--- src/rtl/ps2_pkg.sv ---
// ps2_pkg: parser states, Set-2 protocol byte constants and prefix helper
package ps2_pkg;
  typedef enum logic [2:0] {IDLE, EXT, BRK, EXTBRK, PAUSE} state_t;
  localparam logic [7:0] PS2_EXT    = 8'hE0;
  localparam logic [7:0] PS2_BRK    = 8'hF0;
  localparam logic [7:0] PS2_PAUSE  = 8'hE1;
  localparam logic [7:0] PS2_BAT    = 8'hAA;
  localparam logic [7:0] PS2_ACK    = 8'hFA;
  localparam logic [7:0] PS2_RESEND = 8'hFE;
  localparam logic [7:0] PS2_OVR0   = 8'h00;
  localparam logic [7:0] PS2_OVR1   = 8'hFF;
  localparam logic [2:0] PAUSE_SKIP = 3'd7;
  function automatic logic is_prefix(input logic [7:0] b);
    return b == PS2_EXT || b == PS2_BRK || b == PS2_PAUSE;
  endfunction
endpackage

--- src/rtl/ps2_key_slot.sv ---
// ps2_key_slot: held bit and press/release edge pulses for one tracked key
module ps2_key_slot (
  input  logic       CLOCK_50,
  input  logic       resetn,
  input  logic       ev_valid,
  input  logic       ev_make,
  input  logic       clr,
  input  logic [8:0] ev_code,
  input  logic [8:0] key_code,
  output logic       held,
  output logic       press,
  output logic       released
);
  logic held_n;
  assign held_n = clr ? 1'b0 : (ev_valid && ev_code == key_code) ? ev_make : held;
  always_ff @(posedge CLOCK_50)
    if (!resetn) begin
      held     <= 1'b0;
      press    <= 1'b0;
      released <= 1'b0;
    end else begin
      held     <= held_n;
      press    <= held_n & ~held;
      released <= held & ~held_n;
    end
endmodule

--- src/rtl/ps2_key_tracker.sv ---
// ps2_key_tracker: Set-2 scancode parser tracking held keys; PS2_PREFIX_TIMEOUT_EN adds a prefix timeout
module ps2_key_tracker
  import ps2_pkg::*;
#(
  parameter int                    NUM_KEYS       = 4,
  parameter logic [9*NUM_KEYS-1:0] KEY_CODES      = {9'h172, 9'h175, 9'h01B, 9'h01D},
  parameter int                    TIMEOUT_CYCLES = 150000
) (
  input  logic                CLOCK_50,
  input  logic                resetn,
  input  logic [7:0]          received_data,
  input  logic                received_data_en,
  output logic [NUM_KEYS-1:0] key_held,
  output logic [NUM_KEYS-1:0] key_press,
  output logic [NUM_KEYS-1:0] key_release,
  output logic [7:0]          last_byte,
  output logic                protocol_error
);
  state_t     state, state_n;
  logic [2:0] skip;
  logic       ev_valid, ev_make, ev_ext, ovr, err, timeout, pfx;
  assign pfx = is_prefix(received_data);
  always_comb begin
    state_n  = state;
    ev_valid = 1'b0;
    ev_make  = 1'b1;
    ev_ext   = 1'b0;
    ovr      = 1'b0;
    err      = 1'b0;
    if (received_data_en)
      unique case (state)
        IDLE:
          if (received_data == PS2_EXT) state_n = EXT;
          else if (received_data == PS2_BRK) state_n = BRK;
          else if (received_data == PS2_PAUSE) state_n = PAUSE;
          else if (received_data == PS2_OVR0 || received_data == PS2_OVR1) begin
            ovr = 1'b1;
            err = 1'b1;
          end else
            ev_valid = !(received_data == PS2_BAT || received_data == PS2_ACK || received_data == PS2_RESEND);
        EXT:
          if (received_data == PS2_BRK) state_n = EXTBRK;
          else begin
            state_n  = IDLE;
            err      = pfx;
            ev_valid = !pfx;
            ev_ext   = 1'b1;
          end
        BRK, EXTBRK: begin
          state_n  = IDLE;
          err      = pfx;
          ev_valid = !pfx;
          ev_make  = 1'b0;
          ev_ext   = state == EXTBRK;
        end
        PAUSE: state_n = skip == 3'd1 ? IDLE : PAUSE;
        default: state_n = IDLE;
      endcase
    if (timeout) begin
      state_n = IDLE;
      err     = 1'b1;
    end
  end
  always_ff @(posedge CLOCK_50)
    if (!resetn) begin
      state          <= IDLE;
      skip           <= '0;
      last_byte      <= '0;
      protocol_error <= 1'b0;
    end else begin
      state          <= state_n;
      protocol_error <= err;
      if (received_data_en) last_byte <= received_data;
      if (received_data_en && state == IDLE && received_data == PS2_PAUSE) skip <= PAUSE_SKIP;
      else if (received_data_en && state == PAUSE) skip <= skip - 3'd1;
    end
`ifdef PS2_PREFIX_TIMEOUT_EN
  localparam int TW = $clog2(TIMEOUT_CYCLES + 1);
  logic [TW-1:0] tcnt;
  assign timeout = state != IDLE && !received_data_en && tcnt == TW'(TIMEOUT_CYCLES - 1);
  always_ff @(posedge CLOCK_50)
    if (!resetn || received_data_en || state_n == IDLE) tcnt <= '0;
    else tcnt <= tcnt + 1'b1;
`else
  localparam int unused_timeout_cycles = TIMEOUT_CYCLES;
  assign timeout = 1'b0;
`endif
  for (genvar i = 0; i < NUM_KEYS; i++) begin : g_slot
    ps2_key_slot u_slot (
      .CLOCK_50 (CLOCK_50),
      .resetn   (resetn),
      .ev_valid (ev_valid),
      .ev_make  (ev_make),
      .clr      (ovr),
      .ev_code  ({ev_ext, received_data}),
      .key_code (KEY_CODES[9*i +: 9]),
      .held     (key_held[i]),
      .press    (key_press[i]),
      .released (key_release[i])
    );
  end
endmodule

--- config.mk ---
export PLATFORM = sky130hd
export DESIGN_NAME = ps2_key_tracker
export DESIGN_NICKNAME = d
export VERILOG_FILES = /design/src/rtl/ps2_pkg.sv /design/src/rtl/ps2_key_slot.sv /design/src/rtl/ps2_key_tracker.sv
export SDC_FILE = /design/constraint.sdc
export NUM_CORES = 1
export LEC_CHECK = 0
export ABC_AREA = 1
export CAP_MARGIN = 10
export CORE_ASPECT_RATIO = 0.8
export CORE_MARGIN = 3
export CORE_UTILIZATION = 54
export CTS_CLUSTER_DIAMETER = 30
export DETAILED_ROUTE_END_ITERATION = 7
export PLACE_DENSITY = 0.8
export SYNTH_ARGS = -nofsm -noshare
export SYNTH_HDL_FRONTEND = slang
export SYNTH_HIERARCHICAL = 1
export SYNTH_SLANG_ARGS = --single-unit
--- constraint.sdc ---
create_clock -name CLOCK_50 -period 2.3 [get_ports CLOCK_50]
set_input_delay 0.345 -clock CLOCK_50 [delete_from_list [all_inputs] [get_ports CLOCK_50]]
set_output_delay 0.345 -clock CLOCK_50 [all_outputs]
set_load 0.005 [all_outputs]
==> results.py <==
metrics = {
    "layout": {
        "final_cells": 501,
        "final_area_um2": 2900,
        "nets": 473,
        "antenna_cells": 0,
        "areaGrowthSynthToFinish_pct": 44.4,
        "fin_util_pct": 82.9,
        "layout-drive-gt1-share_pct": 15.7,
    },
    "die": {
        "fp.dieW_um": 74.1,
        "io_pins": 32,
        "die_y_um": 60.5,
        "core_area_um2": 3490,
        "dieArea_um2": 4490,
        "start_util_pct": 57.4,
        "rows": 19,
    },
    "synth": {
        "synth_compound_area_share_pct": 11.2,
        "avgSynthCellArea_um2": 5.95,
        "synth_area_um2": 2010,
        "synth_largest_area_cell": "dfxtp_1",
        "synth-adder-area-share_pct": 1.25,
        "synthMuxAreaShare_pct": 0,
        "synth_xor_area_share_pct": 4.37,
        "yosys.area_share.simple_pct": 41.2,
        "netlist.area_leader.share_pct": 26.9,
        "yosysSeqAreaShare_pct": 26.9,
        "synth_top_family_by_area": "simple AND/OR/NAND/NOR gates",
        "ys_seq_elements": 27,
        "syn_inst": 337,
        "synthTopCellsByArea": "dfxtp_1, nand2_1, inv_1, nor2_1, xnor2_1",
        "yosysUniqueCellTypes": 31,
        "ys_warn_count": 6,
    },
    "timing": {
        "rsz0062_at_grt": "false",
        "fin_crit_ps": 1870,
        "slew_headroom_pct": 60.9,
        "setup-violations-final": 0,
        "fmax_mhz": 536,
        "tightest_slew_ps": 585,
        "drv_slew": 0,
        "period_share_pct": 81.1,
        "fin_skew_ps": 12.4,
        "timing.hold.ws_ps": 475,
        "setup_slack_ps": 434,
        "finalHoldViolCount": 0,
    },
    "routing": {
        "drt_iter0_markers": 55,
        "route.detailed.drc": 0,
        "wire_per_inst_um": 9.28,
        "drt-vias-per-instance": 4.30,
        "drtAntennaViolNets": 0,
        "wl_um": 4650,
        "drtPass1Iterations": 4,
        "vias": 2155,
    },
    "cts": {
        "cts_tree": "done",
        "cts_sinks": 27,
        "cts_root_buffer": "clkbuf_8",
        "clk_latency_ps": 270,
        "h-tree-depth": 1,
        "cts_made_buffers": 3,
        "cts_resized": 0,
        "cts_hold_buf": 0,
        "path_clk_slew_ps": 100,
        "cts_max_path_buffers": 2,
        "post_cts_buffers": 0,
    },
    "setup_path": {
        "critPathSlowestCell": "dfxtp_1",
        "r2r_start": "state[1]",
        "worst_ep_required_time_ps": 2500,
        "regToRegSetupSlack_ps": 430,
        "path_delay_family": "simple AND/OR/NAND/NOR gates",
        "crit_type": "flip-flop to flip-flop",
        "max_stage_delay_ps": 380,
        "worstPathMaxFanout": 7,
        "crit_arrival_ps": 2070,
        "crit_path_start_kind": "flip-flop",
        "r2r-end": "g_slot[3].u_slot/press",
        "worst_path_most_repeated_cell": "nand2_1",
        "reg2regPathDepth": 14,
        "critPathBufInv": 2,
        "worstPathCellList": "inv_1 -> nand2_1 -> nor2_1 -> nand2_1 -> o21ai_0 -> and3_4 -> nand2_1 -> inv_1 -> o22ai_1 -> nor2_2 -> nand2_1 -> nand2_1 -> nand2_1 -> nor3_2",
        "end_kind": "flip-flop",
    },
    "global_routing": {
        "antenna_found_initial": 0,
        "grt_max_degree": 21,
        "gr-usage-all-layers_pct": 22.1,
        "grt_pass1_vias": 1876,
        "overflow": 0,
        "grt_pass1_wl_um": 7710,
    },
    "status": {
        "status": "finished clean",
    },
    "hold_path": {
        "hold_end": "g_slot[3].u_slot/press",
        "hold_depth": 1,
        "hold_start": "g_slot[3].u_slot/held",
        "hp-class": "flip-flop to flip-flop",
    },
    "place": {
        "place_inst": 497,
        "numPortBuffers": 31,
        "dpl_cell_area_um2": 2790,
        "dpl.hpwl_um": 3820,
        "gp_congestion": 0.832,
        "pre_cts_ws_ps": -252,
    },
    "power_and_ir_drop": {
        "p_leak_nw": 1.74,
        "power.density_nw_per_um2": 345,
        "power.ir.vdd_worst_mv": 0.416,
    },
    "run": {
        "maxCapViolCount": 0,
    },
}
[cell usage after synthesis (all sizes together)]
cell    number
and3         5
or2          1
inv         73
nand4        2
nor3         6
nand2      109
xor2         2
ha           2
dfxtp       27
buf          2
clkbuf       1
nor2        44
nand3       12
a21oi       14
xnor2        8
nor2b        1
a21boi       4
a31oi        1
conb         2
o21ai       17
o22ai        4
[routing by layer]
metal	wire length [um]	GRT usage, %
met4	19	3.62
met3	185	4.30
met2	2140	38.6
met5	0	0
met1	2300	28.8
[where the power goes]
group	total (mW)	leakage (nW)	switching, mW	internal [mW]
Sequential	0.484	0.220	0.00541	0.478
Clock	0.271	0.0217	0.148	0.123
Combinational	0.244	1.49	0.133	0.111
Total	0.998	1.74	0.286	0.712
[worst reg2reg max path, stage by stage, from the launching register on]
cell,delay [ps]
dfxtp_1,380
inv_1,110
nand2_1,50
nor2_1,130
nand2_1,70
o21ai_0,110
and3_4,280
nand2_1,60
inv_1,40
o22ai_1,60
nor2_2,150
nand2_1,70
nand2_1,50
nand2_1,70
nor3_2,160
[worst max-delay path by stage]
stage	from	end	slack [ps]	depth (start not counted)
2_1_floorplan	received_data[4]	g_slot[0].u_slot/released	560	14
3_3_place_gp	received_data[0]	g_slot[1].u_slot/press	-120	15
3_5_place_dp	received_data[6]	g_slot[1].u_slot/press	-250	14
4_1_cts	received_data[6]	g_slot[1].u_slot/press	40	15
5_1_grt	state[0]	g_slot[3].u_slot/press	190	13
6_report	state[1]	g_slot[3].u_slot/press	430	14
[logic make-up (layout without fill, tap and decap cells)]
| logic type | Yosys count | count (layout) |
|---|---|---|
| AND/OR/NAND/NOR | 180 | 180 |
| buffers and inverters | 76 | 136 |
| AO/OA/AOI/OAI | 40 | 40 |
| flip-flops | 27 | 27 |
| XOR/XNOR | 10 | 10 |
| adder cells (fa/ha/maj) | 2 | 2 |
| other | 2 | 64 |
[cells in the final DEF (no fill, tap or decap), types with 4 or more instances in the layout]
master,synthesis,routed
inv_1,70,70
dfxtp_1,27,27
nand3_2,4,4
dlymetal6s2s_1,0,8
and3_1,5,4
o21ai_0,11,11
o21ai_1,5,5
a21oi_1,13,12
buf_4,2,28
nor3_2,4,4
conb_1,2,64
nand2_2,8,10
xnor2_1,8,8
nor2_2,8,8
nor2_1,34,33
o22ai_1,4,4
nand2_1,101,98
clkdlybuf4s50_1,0,23
nand3_1,8,8
[sequential cells by signal, indices dropped and copies added (netlist names)]
| signal | count |
|---|---|
| last_byte | 8 |
| protocol_error | 1 |
| g_slot.u_slot/released | 4 |
| g_slot.u_slot/held | 4 |
| state | 3 |
| skip | 3 |
| g_slot.u_slot/press | 4 |
[metrics by stage]
| stage | TNS (ps) | power (mW) |
|---|---|---|
| floorplan | 0 | 0.624 |
| global placement | -1040 | 0.725 |
| detailed placement | -2240 | 0.727 |
| CTS | 0 | 0.995 |
| global route | 0 | 1.05 |
| finish | 0 | 0.998 |
[layout make-up]
class | count | area [um2]
multi-input combinational | 296 | 1440
fill | 268 | 598
sequential | 27 | 541
timing repair buffer | 59 | 541
inverter | 73 | 274
tap | 42 | 52.6
clock buffer | 3 | 41.3
clock inverter | 1 | 7.51
(Power assumes the default switching activity.)
